`src/rtl/bti_pkg.sv`:
```
// Shared BTI definitions: source IDs, default widths and the request/response
// payload structs carried by the bti_req_if_t / bti_rsp_if_t interfaces.
package bti_pkg;

  localparam int unsigned BTI_ADDR_W = 32;
  localparam int unsigned BTI_DATA_W = 32;

  // Source ID stored per outstanding transaction
  typedef enum logic {
    SRC_I = 1'b0,
    SRC_D = 1'b1
  } bti_src_e;

  typedef struct packed {
    logic [BTI_ADDR_W-1:0]   addr;
    logic                    wr;
    logic [BTI_DATA_W-1:0]   wdata;
    logic [BTI_DATA_W/8-1:0] wstrb;
  } bti_req_pld_t;

  typedef struct packed {
    logic [BTI_DATA_W-1:0] rdata;
    logic                  err;
  } bti_rsp_pld_t;

endpackage

```
`src/rtl/bti_req_if_t.sv`:
```
// BTI request channel: vld/rdy handshake plus the bti_req_pld_t fields.
// mst drives the request, slv accepts it.
interface bti_req_if_t #(
  parameter int unsigned ADDR_W = bti_pkg::BTI_ADDR_W,
  parameter int unsigned DATA_W = bti_pkg::BTI_DATA_W
);
  logic                vld;
  logic                rdy;
  logic [ADDR_W-1:0]   addr;
  logic                wr;
  logic [DATA_W-1:0]   wdata;
  logic [DATA_W/8-1:0] wstrb;

  modport mst (output vld, addr, wr, wdata, wstrb, input rdy);
  modport slv (input vld, addr, wr, wdata, wstrb, output rdy);
endinterface

```
`src/rtl/bti_rsp_if_t.sv`:
```
// BTI response channel: vld/rdy handshake plus the bti_rsp_pld_t fields.
// mst drives the response, slv accepts it.
interface bti_rsp_if_t #(
  parameter int unsigned DATA_W = bti_pkg::BTI_DATA_W
);
  logic              vld;
  logic              rdy;
  logic [DATA_W-1:0] rdata;
  logic              err;

  modport mst (output vld, rdata, err, input rdy);
  modport slv (input vld, rdata, err, output rdy);
endinterface

```
`src/rtl/bti_src_fifo.sv`:
```
// Parameterised synchronous FIFO with full/empty/count flags.
//   clk, rst_n     : clock, asynchronous active-low reset
//   push, wdata    : write side (ignored when full)
//   pop, rdata     : read side; rdata is the current head (ignored when empty)
//   full, empty    : derived from the registered count only
//   count          : number of stored entries
module bti_src_fifo #(
  parameter int unsigned WIDTH = 1,
  parameter int unsigned DEPTH = 4,
  localparam int unsigned PtrW = $clog2(DEPTH),
  localparam int unsigned CntW = $clog2(DEPTH) + 1
) (
  input  logic             clk,
  input  logic             rst_n,
  input  logic             push,
  input  logic [WIDTH-1:0] wdata,
  input  logic             pop,
  output logic [WIDTH-1:0] rdata,
  output logic             full,
  output logic             empty,
  output logic [CntW-1:0]  count
);

  logic [WIDTH-1:0] mem_q [DEPTH];
  logic [PtrW-1:0]  wr_ptr_q, rd_ptr_q;
  logic [CntW-1:0]  cnt_q;
  logic             push_ok, pop_ok;

  assign full    = (cnt_q == CntW'(DEPTH));
  assign empty   = (cnt_q == '0);
  assign count   = cnt_q;
  assign rdata   = mem_q[rd_ptr_q];
  assign push_ok = push && !full;
  assign pop_ok  = pop && !empty;

  // DEPTH is a power of two, so pointers wrap naturally
  always_ff @(posedge clk or negedge rst_n) begin
    if (!rst_n) begin
      wr_ptr_q <= '0;
      rd_ptr_q <= '0;
      cnt_q    <= '0;
      for (int i = 0; i < int'(DEPTH); i++) mem_q[i] <= '0;
    end else begin
      if (push_ok) begin
        mem_q[wr_ptr_q] <= wdata;
        wr_ptr_q        <= wr_ptr_q + 1'b1;
      end
      if (pop_ok) rd_ptr_q <= rd_ptr_q + 1'b1;
      case ({push_ok, pop_ok})
        2'b10:   cnt_q <= cnt_q + 1'b1;
        2'b01:   cnt_q <= cnt_q - 1'b1;
        default: cnt_q <= cnt_q;
      endcase
    end
  end

endmodule

```
`src/rtl/bti_arb2.sv`:
```
// Two-to-one BTI arbiter merging the instruction and data ports onto one
// shared master port. Round-robin grant with a lock while a request is held
// downstream; an in-order FIFO of source IDs routes responses back.
//   clk, rst_n     : clock, asynchronous active-low reset
//   i_bti_req_slv  : instruction request in      i_bti_rsp_mst : instruction response out
//   d_bti_req_slv  : data request in             d_bti_rsp_mst : data response out
//   bti_req_mst    : shared request out          bti_rsp_slv   : shared response in
//   proto_err      : sticky, response seen with nothing outstanding
module bti_arb2
  import bti_pkg::*;
#(
  parameter int unsigned ADDR_W = BTI_ADDR_W,
  parameter int unsigned DATA_W = BTI_DATA_W,
  parameter int unsigned MAX_OS = 4
) (
  input  logic        clk,
  input  logic        rst_n,
  bti_req_if_t.slv    i_bti_req_slv,
  bti_rsp_if_t.mst    i_bti_rsp_mst,
  bti_req_if_t.slv    d_bti_req_slv,
  bti_rsp_if_t.mst    d_bti_rsp_mst,
  bti_req_if_t.mst    bti_req_mst,
  bti_rsp_if_t.slv    bti_rsp_slv,
  output logic        proto_err
);

  localparam int unsigned CntW = $clog2(MAX_OS) + 1;

  bti_src_e            ptr_q, lock_src_q, gnt, head_src;
  logic                lock_q, proto_err_q;
  logic                fifo_full, fifo_empty, fifo_head;
  logic [CntW-1:0]     fifo_cnt;
  logic                sel_vld, sel_wr, req_vld, accept, rsp_vld, rsp_pop;
  logic [ADDR_W-1:0]   sel_addr;
  logic [DATA_W-1:0]   sel_wdata;
  logic [DATA_W/8-1:0] sel_wstrb;

  // Grant: the lock overrides everything so a stalled request stays stable
  always_comb begin
    gnt = SRC_I;
    if (lock_q) begin
      gnt = lock_src_q;
    end else if (i_bti_req_slv.vld && d_bti_req_slv.vld) begin
      gnt = ptr_q;
    end else if (d_bti_req_slv.vld) begin
      gnt = SRC_D;
    end
  end

  always_comb begin
    if (gnt == SRC_D) begin
      sel_vld   = d_bti_req_slv.vld;
      sel_addr  = d_bti_req_slv.addr;
      sel_wr    = d_bti_req_slv.wr;
      sel_wdata = d_bti_req_slv.wdata;
      sel_wstrb = d_bti_req_slv.wstrb;
    end else begin
      sel_vld   = i_bti_req_slv.vld;
      sel_addr  = i_bti_req_slv.addr;
      sel_wr    = i_bti_req_slv.wr;
      sel_wdata = i_bti_req_slv.wdata;
      sel_wstrb = i_bti_req_slv.wstrb;
    end
  end

  // Full comes from the registered count, so a same-cycle pop never frees a
  // slot and there is no response-to-request combinational path.
  assign req_vld           = sel_vld && !fifo_full;
  assign accept            = req_vld && bti_req_mst.rdy;
  assign bti_req_mst.vld   = req_vld;
  assign bti_req_mst.addr  = sel_addr;
  assign bti_req_mst.wr    = sel_wr;
  assign bti_req_mst.wdata = sel_wdata;
  assign bti_req_mst.wstrb = sel_wstrb;
  assign i_bti_req_slv.rdy = (gnt == SRC_I) && !fifo_full && bti_req_mst.rdy;
  assign d_bti_req_slv.rdy = (gnt == SRC_D) && !fifo_full && bti_req_mst.rdy;

  // Response routing by FIFO head; with nothing outstanding the beat is sunk
  assign head_src            = bti_src_e'(fifo_head);
  assign rsp_vld             = bti_rsp_slv.vld && !fifo_empty;
  assign i_bti_rsp_mst.vld   = rsp_vld && (head_src == SRC_I);
  assign d_bti_rsp_mst.vld   = rsp_vld && (head_src == SRC_D);
  assign i_bti_rsp_mst.rdata = bti_rsp_slv.rdata;
  assign i_bti_rsp_mst.err   = bti_rsp_slv.err;
  assign d_bti_rsp_mst.rdata = bti_rsp_slv.rdata;
  assign d_bti_rsp_mst.err   = bti_rsp_slv.err;
  assign bti_rsp_slv.rdy     = fifo_empty ? 1'b1 :
                               (head_src == SRC_D) ? d_bti_rsp_mst.rdy : i_bti_rsp_mst.rdy;
  assign rsp_pop             = rsp_vld && bti_rsp_slv.rdy;
  assign proto_err           = proto_err_q;

  always_ff @(posedge clk or negedge rst_n) begin
    if (!rst_n) begin
      ptr_q       <= SRC_D;
      lock_q      <= 1'b0;
      lock_src_q  <= SRC_I;
      proto_err_q <= 1'b0;
    end else begin
      if (accept) begin
        ptr_q  <= (gnt == SRC_D) ? SRC_I : SRC_D;
        lock_q <= 1'b0;
      end else begin
        // Releases by itself if the locked requester ever drops vld
        lock_q     <= req_vld;
        lock_src_q <= gnt;
      end
      if (bti_rsp_slv.vld && fifo_empty) proto_err_q <= 1'b1;
    end
  end

  bti_src_fifo #(
    .WIDTH (1),
    .DEPTH (MAX_OS)
  ) u_src_fifo (
    .clk   (clk),
    .rst_n (rst_n),
    .push  (accept),
    .wdata (gnt),
    .pop   (rsp_pop),
    .rdata (fifo_head),
    .full  (fifo_full),
    .empty (fifo_empty),
    .count (fifo_cnt)
  );

  a_cnt_bound : assert property (@(posedge clk) disable iff (!rst_n)
    fifo_cnt <= CntW'(MAX_OS));

endmodule

```
`src/flat_wrapper.sv`:
```
// flat-port wrapper written by rule: the top's interface ports become plain ports
module bti_arb2_flat import bti_pkg::*;
#(
  parameter int unsigned ADDR_W = BTI_ADDR_W,
  parameter int unsigned DATA_W = BTI_DATA_W,
  parameter int unsigned MAX_OS = 4
)
  (clk, rst_n, proto_err, i_bti_req_slv_vld, i_bti_req_slv_addr, i_bti_req_slv_wr, i_bti_req_slv_wdata, i_bti_req_slv_wstrb, i_bti_req_slv_rdy, i_bti_rsp_mst_vld, i_bti_rsp_mst_rdata, i_bti_rsp_mst_err, i_bti_rsp_mst_rdy, d_bti_req_slv_vld, d_bti_req_slv_addr, d_bti_req_slv_wr, d_bti_req_slv_wdata, d_bti_req_slv_wstrb, d_bti_req_slv_rdy, d_bti_rsp_mst_vld, d_bti_rsp_mst_rdata, d_bti_rsp_mst_err, d_bti_rsp_mst_rdy, bti_req_mst_vld, bti_req_mst_addr, bti_req_mst_wr, bti_req_mst_wdata, bti_req_mst_wstrb, bti_req_mst_rdy, bti_rsp_slv_vld, bti_rsp_slv_rdata, bti_rsp_slv_err, bti_rsp_slv_rdy);
  bti_req_if_t #(.ADDR_W(ADDR_W), .DATA_W(DATA_W)) i_bti_req_slv_i ();
  bti_rsp_if_t #(.DATA_W(DATA_W)) i_bti_rsp_mst_i ();
  bti_req_if_t #(.ADDR_W(ADDR_W), .DATA_W(DATA_W)) d_bti_req_slv_i ();
  bti_rsp_if_t #(.DATA_W(DATA_W)) d_bti_rsp_mst_i ();
  bti_req_if_t #(.ADDR_W(ADDR_W), .DATA_W(DATA_W)) bti_req_mst_i ();
  bti_rsp_if_t #(.DATA_W(DATA_W)) bti_rsp_slv_i ();
  input  logic clk;
  input  logic rst_n;
  output logic proto_err;
  input wire logic [$bits(i_bti_req_slv_i.vld)-1:0] i_bti_req_slv_vld;
  input wire logic [$bits(i_bti_req_slv_i.addr)-1:0] i_bti_req_slv_addr;
  input wire logic [$bits(i_bti_req_slv_i.wr)-1:0] i_bti_req_slv_wr;
  input wire logic [$bits(i_bti_req_slv_i.wdata)-1:0] i_bti_req_slv_wdata;
  input wire logic [$bits(i_bti_req_slv_i.wstrb)-1:0] i_bti_req_slv_wstrb;
  output wire logic [$bits(i_bti_req_slv_i.rdy)-1:0] i_bti_req_slv_rdy;
  output wire logic [$bits(i_bti_rsp_mst_i.vld)-1:0] i_bti_rsp_mst_vld;
  output wire logic [$bits(i_bti_rsp_mst_i.rdata)-1:0] i_bti_rsp_mst_rdata;
  output wire logic [$bits(i_bti_rsp_mst_i.err)-1:0] i_bti_rsp_mst_err;
  input wire logic [$bits(i_bti_rsp_mst_i.rdy)-1:0] i_bti_rsp_mst_rdy;
  input wire logic [$bits(d_bti_req_slv_i.vld)-1:0] d_bti_req_slv_vld;
  input wire logic [$bits(d_bti_req_slv_i.addr)-1:0] d_bti_req_slv_addr;
  input wire logic [$bits(d_bti_req_slv_i.wr)-1:0] d_bti_req_slv_wr;
  input wire logic [$bits(d_bti_req_slv_i.wdata)-1:0] d_bti_req_slv_wdata;
  input wire logic [$bits(d_bti_req_slv_i.wstrb)-1:0] d_bti_req_slv_wstrb;
  output wire logic [$bits(d_bti_req_slv_i.rdy)-1:0] d_bti_req_slv_rdy;
  output wire logic [$bits(d_bti_rsp_mst_i.vld)-1:0] d_bti_rsp_mst_vld;
  output wire logic [$bits(d_bti_rsp_mst_i.rdata)-1:0] d_bti_rsp_mst_rdata;
  output wire logic [$bits(d_bti_rsp_mst_i.err)-1:0] d_bti_rsp_mst_err;
  input wire logic [$bits(d_bti_rsp_mst_i.rdy)-1:0] d_bti_rsp_mst_rdy;
  output wire logic [$bits(bti_req_mst_i.vld)-1:0] bti_req_mst_vld;
  output wire logic [$bits(bti_req_mst_i.addr)-1:0] bti_req_mst_addr;
  output wire logic [$bits(bti_req_mst_i.wr)-1:0] bti_req_mst_wr;
  output wire logic [$bits(bti_req_mst_i.wdata)-1:0] bti_req_mst_wdata;
  output wire logic [$bits(bti_req_mst_i.wstrb)-1:0] bti_req_mst_wstrb;
  input wire logic [$bits(bti_req_mst_i.rdy)-1:0] bti_req_mst_rdy;
  input wire logic [$bits(bti_rsp_slv_i.vld)-1:0] bti_rsp_slv_vld;
  input wire logic [$bits(bti_rsp_slv_i.rdata)-1:0] bti_rsp_slv_rdata;
  input wire logic [$bits(bti_rsp_slv_i.err)-1:0] bti_rsp_slv_err;
  output wire logic [$bits(bti_rsp_slv_i.rdy)-1:0] bti_rsp_slv_rdy;
  assign i_bti_req_slv_i.vld = i_bti_req_slv_vld;
  assign i_bti_req_slv_i.addr = i_bti_req_slv_addr;
  assign i_bti_req_slv_i.wr = i_bti_req_slv_wr;
  assign i_bti_req_slv_i.wdata = i_bti_req_slv_wdata;
  assign i_bti_req_slv_i.wstrb = i_bti_req_slv_wstrb;
  assign i_bti_req_slv_rdy = i_bti_req_slv_i.rdy;
  assign i_bti_rsp_mst_vld = i_bti_rsp_mst_i.vld;
  assign i_bti_rsp_mst_rdata = i_bti_rsp_mst_i.rdata;
  assign i_bti_rsp_mst_err = i_bti_rsp_mst_i.err;
  assign i_bti_rsp_mst_i.rdy = i_bti_rsp_mst_rdy;
  assign d_bti_req_slv_i.vld = d_bti_req_slv_vld;
  assign d_bti_req_slv_i.addr = d_bti_req_slv_addr;
  assign d_bti_req_slv_i.wr = d_bti_req_slv_wr;
  assign d_bti_req_slv_i.wdata = d_bti_req_slv_wdata;
  assign d_bti_req_slv_i.wstrb = d_bti_req_slv_wstrb;
  assign d_bti_req_slv_rdy = d_bti_req_slv_i.rdy;
  assign d_bti_rsp_mst_vld = d_bti_rsp_mst_i.vld;
  assign d_bti_rsp_mst_rdata = d_bti_rsp_mst_i.rdata;
  assign d_bti_rsp_mst_err = d_bti_rsp_mst_i.err;
  assign d_bti_rsp_mst_i.rdy = d_bti_rsp_mst_rdy;
  assign bti_req_mst_vld = bti_req_mst_i.vld;
  assign bti_req_mst_addr = bti_req_mst_i.addr;
  assign bti_req_mst_wr = bti_req_mst_i.wr;
  assign bti_req_mst_wdata = bti_req_mst_i.wdata;
  assign bti_req_mst_wstrb = bti_req_mst_i.wstrb;
  assign bti_req_mst_i.rdy = bti_req_mst_rdy;
  assign bti_rsp_slv_i.vld = bti_rsp_slv_vld;
  assign bti_rsp_slv_i.rdata = bti_rsp_slv_rdata;
  assign bti_rsp_slv_i.err = bti_rsp_slv_err;
  assign bti_rsp_slv_rdy = bti_rsp_slv_i.rdy;
  bti_arb2 #(.ADDR_W(ADDR_W), .DATA_W(DATA_W), .MAX_OS(MAX_OS)) u_core (.clk(clk), .rst_n(rst_n), .i_bti_req_slv(i_bti_req_slv_i), .i_bti_rsp_mst(i_bti_rsp_mst_i), .d_bti_req_slv(d_bti_req_slv_i), .d_bti_rsp_mst(d_bti_rsp_mst_i), .bti_req_mst(bti_req_mst_i), .bti_rsp_slv(bti_rsp_slv_i), .proto_err(proto_err));
endmodule
```
`config.mk`:
```
export PLATFORM = sky130hd
export DESIGN_NAME = bti_arb2_flat
export DESIGN_NICKNAME = d
export VERILOG_FILES = /design/src/rtl/bti_pkg.sv /design/src/rtl/bti_req_if_t.sv /design/src/rtl/bti_rsp_if_t.sv /design/src/rtl/bti_src_fifo.sv /design/src/rtl/bti_arb2.sv /design/src/flat_wrapper.sv
export SDC_FILE = /design/constraint.sdc
export NUM_CORES = 1
export LEC_CHECK = 0
export ABC_AREA = 0
export BUFFER_PORTS_ARGS = -buffer_cell sky130_fd_sc_hd__buf_2
export CELL_PAD_IN_SITES_DETAIL_PLACEMENT = 0
export CELL_PAD_IN_SITES_GLOBAL_PLACEMENT = 1
export CORE_MARGIN = 5
export CORE_UTILIZATION = 19
export DETAILED_ROUTE_END_ITERATION = 12
export PLACE_DENSITY_LB_ADDON = 0.1
export SYNTH_ARGS = -nofsm -noshare
export SYNTH_HDL_FRONTEND = slang
export SYNTH_HIERARCHICAL = 1
export SYNTH_SLANG_ARGS = --single-unit
```
`constraint.sdc`:
```
create_clock -name clk -period 2.6 [get_ports clk]
set_clock_uncertainty 0.15 [all_clocks]
set_input_delay 0.13 -clock clk [delete_from_list [all_inputs] [get_ports clk]]
set_output_delay 0.13 -clock clk [all_outputs]
set_load 0.02 [all_outputs]
```
==> summary.md, run 1 <==
| Metric | Value |
|---|---|
| Netlist cell types | `34` |
| Crit path launch type | `flop` |
| Setup Viol. Count Final | `1` |
| Primary FF master, synth | `dfrtp_1` |
| Io pins | `321` |
| Asr flop ratio synth | `1.00` |
| Setup WS pre-CTS | `-7.19 ps` |
| Mapped Avg Cell Area | `11.2 um^2` |
| Largest net degree at the start of global routing | `57` |
| Worst EP arrival | `2600 ps` |
| DR DRC count | `0` |
| Die span in x | `125 um` |
| Hold slack | `110 ps` |
| Hpwl dp | `8580 um` |
| Final-stage net count | `575` |
| Vias in the first global route | `2221` |
| Syn_nets | `409` |
| Fin crit share | `1.01` |
| Worst-path maximum fanout | `2` |
| Avg Vias per Cell | `3.86` |
| Synth top cells by count | `buf_4 (66), mux2_4 (57), dfrtp_1 (14), mux2_2 (14), nand2_1 (10)` |
| Die ar. | `15500 um^2` |
| Routed vias | `2165` |
| Slew @ Worst Pin | `409 ps` |
| Core ar. | `12800 um^2` |
| Post-synthesis sequential area ratio | `0.151` |
| IO Port Bufs | `221` |
| Static leakage | `1.89 nW` |
| Post-DRT Antenna Nets | `0` |
| Mapped Area | `2500 um^2` |
| CP startpoint | `u_core/u_src_fifo/rd_ptr_q[0]` |
| Cells after Synth | `224` |
| WS Path Type | `flop to flop` |
| Largest area contributor in the netlist | `mux2_4` |
| CTS tree | `done` |
| Root Buffer | `clkbuf_16` |
| Syn-to-layout area delta | `36.4%` |
| Req. time, crit path | `2580 ps` |
| GRT Overall Usage | `0.115` |
| Slew HR | `0.727` |
| DRT iter0 DRCs | `51` |
| H-tree depth | `1` |
| Hold crit path type | `input port to output pin` |
| Starting Density | `0.196` |
| RSZ-0062 raised after global routing | `yes` |
| Synth top area share | `0.343` |
| Worst hold start | `bti_rsp_slv_rdata[24]` |
| CTS buffer count | `3` |
| Clk buf depth | `2` |
| Antenna violations before repair | `0` |
| Final WL | `9660 um` |
| Power per cell area | `885 nW/um^2` |
| Origin of the critical flop-to-flop path | `u_core/u_src_fifo/rd_ptr_q[0]` |
| Number of synthesized flops with an enable pin | `0` |
| Run status | `complete, but fails checks` |
| Global-route wire length before repair | `14000 um` |
| CTS Sinks | `15` |
| Failing checks | `setup timing` |
| Clock latency on the worst-skew pair | `250 ps` |
| Rows | `41` |
| Max cap viols | `0` |
| Grt ovf | `0` |
| N_diodes | `0` |
| Synth area leaders | `mux2_4 (34%), buf_4 (20%), dfrtp_1 (14%), mux2_2 (6.3%), buf_12 (4.0%)` |
| Final WS setup | `-18.0 ps` |
| Peak VDD IR | `355 uV` |
| Die height | `125 um` |
| Pins over their slew limit | `0` |
| Yosys warns | `6` |
| Max Clock Freq | `0.382 GHz` |
| Drt first pass iters | `3` |
| WL per Instance | `17.2 um` |
| Final hold vios | `0` |
| Dominant cell by count in the synthesized netlist | `buf_4` |
| Final Critical Period | `2620 ps` |
| Critical Path End Type | `flop` |
| Clk pin slew, worst setup/hold paths | `50 ps` |
| Share of layout cells above drive strength 1 | `0.815` |
| #FFs+latches synth | `15` |
| Final RePlAce weighted congestion | `0.845` |
cell families (layout without fill, tap and decap cells):
logic type,count (synthesis),count (layout),share of synthesized area
buf+inv,83,248,0.267
mux,74,74,0.423
simple gates,25,25,0.0606
compound gates,15,15,0.0446
flops,15,15,0.151
fa+ha+maj,6,6,0.0330
xor+xnor,6,6,0.0210
worst max-delay path, stage by stage (launching register included):
cell,delay [ps]
dfrtp_1,360
mux4_2,530
buf_4,160
a211o_1,260
and3b_1,170
o31a_2,130
ha_4,170
inv_2,50
fa_2,180
xor2_1,140
nor2_1,60
xor2_1,130
power breakdown:
group / total, W / leakage, nW / switching (W) / internal (W)
sequential: 0.000466 / 0.178 / 0.000108 / 0.000358
clock: 0.000302 / 0.0382 / 0.0000941 / 0.000208
combinational: 0.00225 / 1.67 / 0.00112 / 0.00113
path summary, 6_finish.rpt:
path / cells past startpoint / end / slack [ps]
setup / recovery: 11 / u_core/u_src_fifo/count[2] / -20
hold / removal: 0 / d_bti_rsp_mst_rdata[24] / 110
setup reg to reg: 11 / u_core/u_src_fifo/count[2] / -20
hold reg to reg: 1 / u_core/proto_err / 310
max in group asynchronous: 2 / u_core/ptr_q / 1830
min in group asynchronous: 2 / u_core/u_src_fifo/wr_ptr_q[1] / 170
registers in the layout, summed over array words and instances, names as in the netlist:
| name | count |
|---|---|
| u_core/lock_src_q | 1 |
| u_core/u_src_fifo/wr_ptr_q | 2 |
| u_core/u_src_fifo/mem_q | 4 |
| u_core/ptr_q | 1 |
| u_core/proto_err | 1 |
| u_core/u_src_fifo/count | 3 |
| u_core/u_src_fifo/rd_ptr_q | 2 |
| u_core/lock_q | 1 |
timing repair:
item	in CTS	in global routing
resized for setup	1	0
endpoints found under the hold margin	17	0
pin swaps	1	1
cloned	0	0
buffers inserted	0	3
hold buffers	3	0
setup endpoints to repair	1	2
area by class of cell:
type                            instances  area [um^2]
Fill cell                            1395         9370
Multi-Input combinational cell        126         1470
Timing Repair Buffer                  236         1240
Sequential cell                        15          377
Tap cell                              172          215
Clock buffer                            4         78.8
Inverter                                8         30.0
layout by cell type, fill, tap and decap left out, drive strengths merged:
cell type / count
dfrtp: 14
o21ai: 8
a21bo: 1
a21oi: 1
clkbuf: 4
mux2i: 2
mux2: 71
nor3b: 3
nor2: 2
o31ai: 1
nand2b: 2
nor3: 2
nor2b: 3
a211o: 2
and3b: 2
nand2: 10
mux4: 1
dlygate4sd3: 3
o31a: 1
dfstp: 1
buf: 233
xnor2: 3
fa: 1
ha: 5
xor2: 3
nor4: 1
inv: 8
a21o: 1
through the flow:
stage	TNS, ps	std cells	cell area [um^2]	utilization	power (W)
5_1_grt	-235	561	3410	0.267	0.00324
2_1_floorplan	-104	224	2510	-	0.00229
6_report	-18.0	561	3410	0.267	0.00302
4_1_cts	-10.4	558	3390	0.265	0.00303
3_5_place_dp	-7.19	551	3280	0.257	0.00270
3_3_place_gp	-14.5	551	3280	0.257	0.00271
metal layers:
| layer | wire length, um | GRT usage | share of wire | vias up |
|---|---|---|---|---|
| met5 | 0 | 0 | 0 | - |
| met4 | 63 | 0.0206 | 0.0065 | 0 |
| met3 | 1060 | 0.0532 | 0.11 | 5 |
| met2 | 5090 | 0.212 | 0.53 | 143 |
| met1 | 3450 | 0.119 | 0.36 | 987 |
| li1 | - | - | - | 1030 |
Note: power is estimated with default switching activity, not from simulation.
==> run 2: changes to the inputs <==
Clock period 2.6 ns to 2.2 ns, I/O delays scaled along.
==> summary.md, run 2 (synthesized netlist as in run 1, its figures left out) <==
| Metric | Value |
|---|---|
| Die height | `125 um (unchanged)` |
| Final WL | `9960 um (was 9660 um)` |
| Global Route met2 Usage | `0.218 (was 0.212)` |
| Worst EP arrival | `2640 ps (was 2600 ps)` |
| Crit path launch type | `flop (unchanged)` |
| IO Port Bufs | `221 (unchanged)` |
| DRT iter0 DRCs | `32 (was 51)` |
| Slew @ Worst Pin | `370 ps (was 409 ps)` |
| Syn-to-layout area delta | `64.8% (was 36.4%)` |
| Static leakage | `2.22 nW (was 1.89 nW)` |
| Worst Hold End | `d_bti_rsp_mst_rdata[24] (unchanged)` |
| Max reg flops | `4 (unchanged)` |
| Clock latency on the worst-skew pair | `240 ps (was 250 ps)` |
| CP max-delay cell | `mux4_2 (unchanged)` |
| GRT Overall Usage | `0.117 (was 0.115)` |
| Final hold vios | `0 (unchanged)` |
| Root Buffer | `clkbuf_16 (unchanged)` |
| Placed cell areas | `3470 um^2 (was 3280 um^2)` |
| Setup Viol. Count Final | `5 (was 1)` |
| Worst hold start | `bti_rsp_slv_rdata[24] (unchanged)` |
| Slew HR | `0.753 (was 0.727)` |
| # fillers | `1349 (was 1395)` |
| Final-stage net count | `598 (was 575)` |
| Failing checks | `setup timing (unchanged)` |
| Crit-path cells | `mux4_2, nor2b_2, a211o_4, and3b_1, o31a_2, ha_4, inv_2, fa_2, xor2_1, nor2_1, xor2_1 (was mux4_2, buf_4, a211o_1, and3b_1, o31a_2, ha_4, inv_2, fa_2, xor2_1, nor2_1, xor2_1)` |
| GRT Max-Usage Layer | `met2 (unchanged)` |
| Max cap viols | `0 (unchanged)` |
| R2R Setup Slk | `-420 ps (was -20 ps)` |
| Post-DRT Antenna Nets | `0 (unchanged)` |
| Io pins | `321 (unchanged)` |
| Max Clock Freq | `0.381 GHz (was 0.382 GHz)` |
| Cell area after layout | `4120 um^2 (was 3410 um^2)` |
| Die span in x | `125 um (unchanged)` |
| Core ar. | `12800 um^2 (unchanged)` |
| Vias in the first global route | `2445 (was 2221)` |
| Met3 Usage GRT | `0.0467 (was 0.0532)` |
| Worst-path maximum fanout | `3 (was 2)` |
| Reg2Reg Depth | `11 (unchanged)` |
| Critical Path End Type | `flop (unchanged)` |
| Share of layout cells above drive strength 1 | `0.837 (was 0.815)` |
| Commonest non-fill, non-tap cell in the layout | `buf_2 (unchanged)` |
| Met1 Use GR | `0.124 (was 0.119)` |
| Power per cell area | `1080 nW/um^2 (was 885 nW/um^2)` |
| Pins over their slew limit | `0 (unchanged)` |
| WL per Instance | `17.0 um (was 17.2 um)` |
| CTS tree | `done (unchanged)` |
| Die ar. | `15500 um^2 (unchanged)` |
| Clk pin slew, worst setup/hold paths | `50 ps (about the same)` |
| RSZ-0062 raised after global routing | `yes (unchanged)` |
| CTS Sinks | `15 (unchanged)` |
| Rows | `41 (unchanged)` |
| Avg Vias per Cell | `3.89 (was 3.86)` |
| WS Path Type | `flop to flop (unchanged)` |
| Largest net degree at the start of global routing | `28 (was 57)` |
| CTS buffer count | `3 (unchanged)` |
| CP max stage delay | `560 ps (was 530 ps)` |
| Final RePlAce weighted congestion | `0.855 (was 0.845)` |
| Clk buf depth | `2 (unchanged)` |
| Origin of the critical flop-to-flop path | `u_core/u_src_fifo/rd_ptr_q[0] (unchanged)` |
| Hold depth | `0 (unchanged)` |
| Hold crit path type | `input port to output pin (unchanged)` |
| Antenna violations before repair | `2 (was 0)` |
| Final WS setup | `-421 ps (was -18.0 ps)` |
| Final Util | `0.322 (was 0.267)` |
| Peak VDD IR | `489 uV (was 355 uV)` |
| Req. time, crit path | `2220 ps (was 2580 ps)` |
| Global-route wire length before repair | `14500 um (was 14000 um)` |
| Grt ovf | `0 (unchanged)` |
| DR DRC count | `0 (unchanged)` |
| Worst r2r dst | `u_core/u_src_fifo/count[2] (unchanged)` |
| Final Critical Period | `2620 ps (about the same)` |
| Hpwl dp | `8440 um (was 8580 um)` |
| Critical path's most frequent cell | `xor2_1 (unchanged)` |
| Drt first pass iters | `4 (was 3)` |
| H-tree depth | `1 (unchanged)` |
| Run status | `complete, but fails checks (unchanged)` |
| Most frequent cells in the layout | `buf_2 (171), mux2_4 (64), buf_6 (52) (was buf_2 (221), mux2_4 (57), mux2_2 (14), dfrtp_1 (14), buf_4 (11))` |
| Biggest register | `u_core/u_src_fifo/mem_q (unchanged)` |
| Routed vias | `2280 (was 2165)` |
| Starting Density | `0.196 (unchanged)` |
| Fin crit share | `1.19 (was 1.01)` |
==> run 2: critical path, delay by kind of cell, from the launching register on <==
kind | cells | cell delay [ps]
muxes | 1 | 560
adders and majority gates | 2 | 450
and+or+nand+nor | 3 | 410
DFF | 1 | 370
xor gates and xnor gates | 2 | 280
AOI/OAI and AO/OA | 2 | 270
buffers and inverters | 1 | 30
==> run 2: report_power, final <==
part / switching, W / internal [W]
clock: 0.000111 / 0.000246
sequential: 0.000104 / 0.000422
combinational: 0.00153 / 0.00202
total: 0.00175 / 0.00269
==> run 2: final cells by class <==
type,count,area (um^2),share of cell area
inverter,8,30.0,0.00729
multi-input combinational,126,1530,0.371
clock buffer,4,78.8,0.0191
timing repair buffer,259,1880,0.457
tap,172,215,0.0522
sequential,15,377,0.0914
antenna,2,5.00,0.00122
==> run 2: worst max-delay path by stage <==
| stage | depth (start not counted) | end | slack, ps | from |
|---|---|---|---|---|
| finish | 11 | u_core/u_src_fifo/count[2] | -420 | u_core/u_src_fifo/rd_ptr_q[0] |
| global route | 11 | u_core/u_src_fifo/count[2] | -550 | u_core/u_src_fifo/rd_ptr_q[0] |
| floorplan | 11 | u_core/u_src_fifo/count[2] | -450 | u_core/u_src_fifo/rd_ptr_q[0] |
| detailed placement | 11 | u_core/u_src_fifo/count[2] | -480 | u_core/u_src_fifo/rd_ptr_q[0] |
| CTS | 11 | u_core/u_src_fifo/count[2] | -440 | u_core/u_src_fifo/rd_ptr_q[0] |
| global placement | 11 | u_core/u_src_fifo/count[2] | -410 | u_core/u_src_fifo/rd_ptr_q[0] |
==> run 2: per-layer routing <==
layer  vias up  wire length, um
met3         5              956
met1      1055             3510
met5         -                0
li1       1074                -
met4         0               61
met2       146             5430
==> run 2: timing repair <==
item,in CTS,in global routing
endpoints found under the hold margin,17,0
setup buffers,7,1
resized for setup,79,45
cloned,4,1
hold buffers,3,0
setup endpoints to repair,35,74
pin swaps,3,1
==> run 2: stage by stage <==
| stage | setup TNS [ps] | setup WS (ps) | total power, W | hold slack, ps | cells |
|---|---|---|---|---|---|
| 3_5_place_dp | -817 | -480 | 0.00344 | -98.6 | 567 |
| 5_1_grt | -2480 | -554 | 0.00474 | 70.0 | 586 |
| 2_1_floorplan | -815 | -446 | 0.00273 | -336 | 224 |
| 3_3_place_gp | -698 | -406 | 0.00345 | -94.7 | 567 |
| 4_1_cts | -3070 | -437 | 0.00439 | 70.2 | 585 |
| 6_report | -880 | -421 | 0.00444 | 70.0 | 586 |
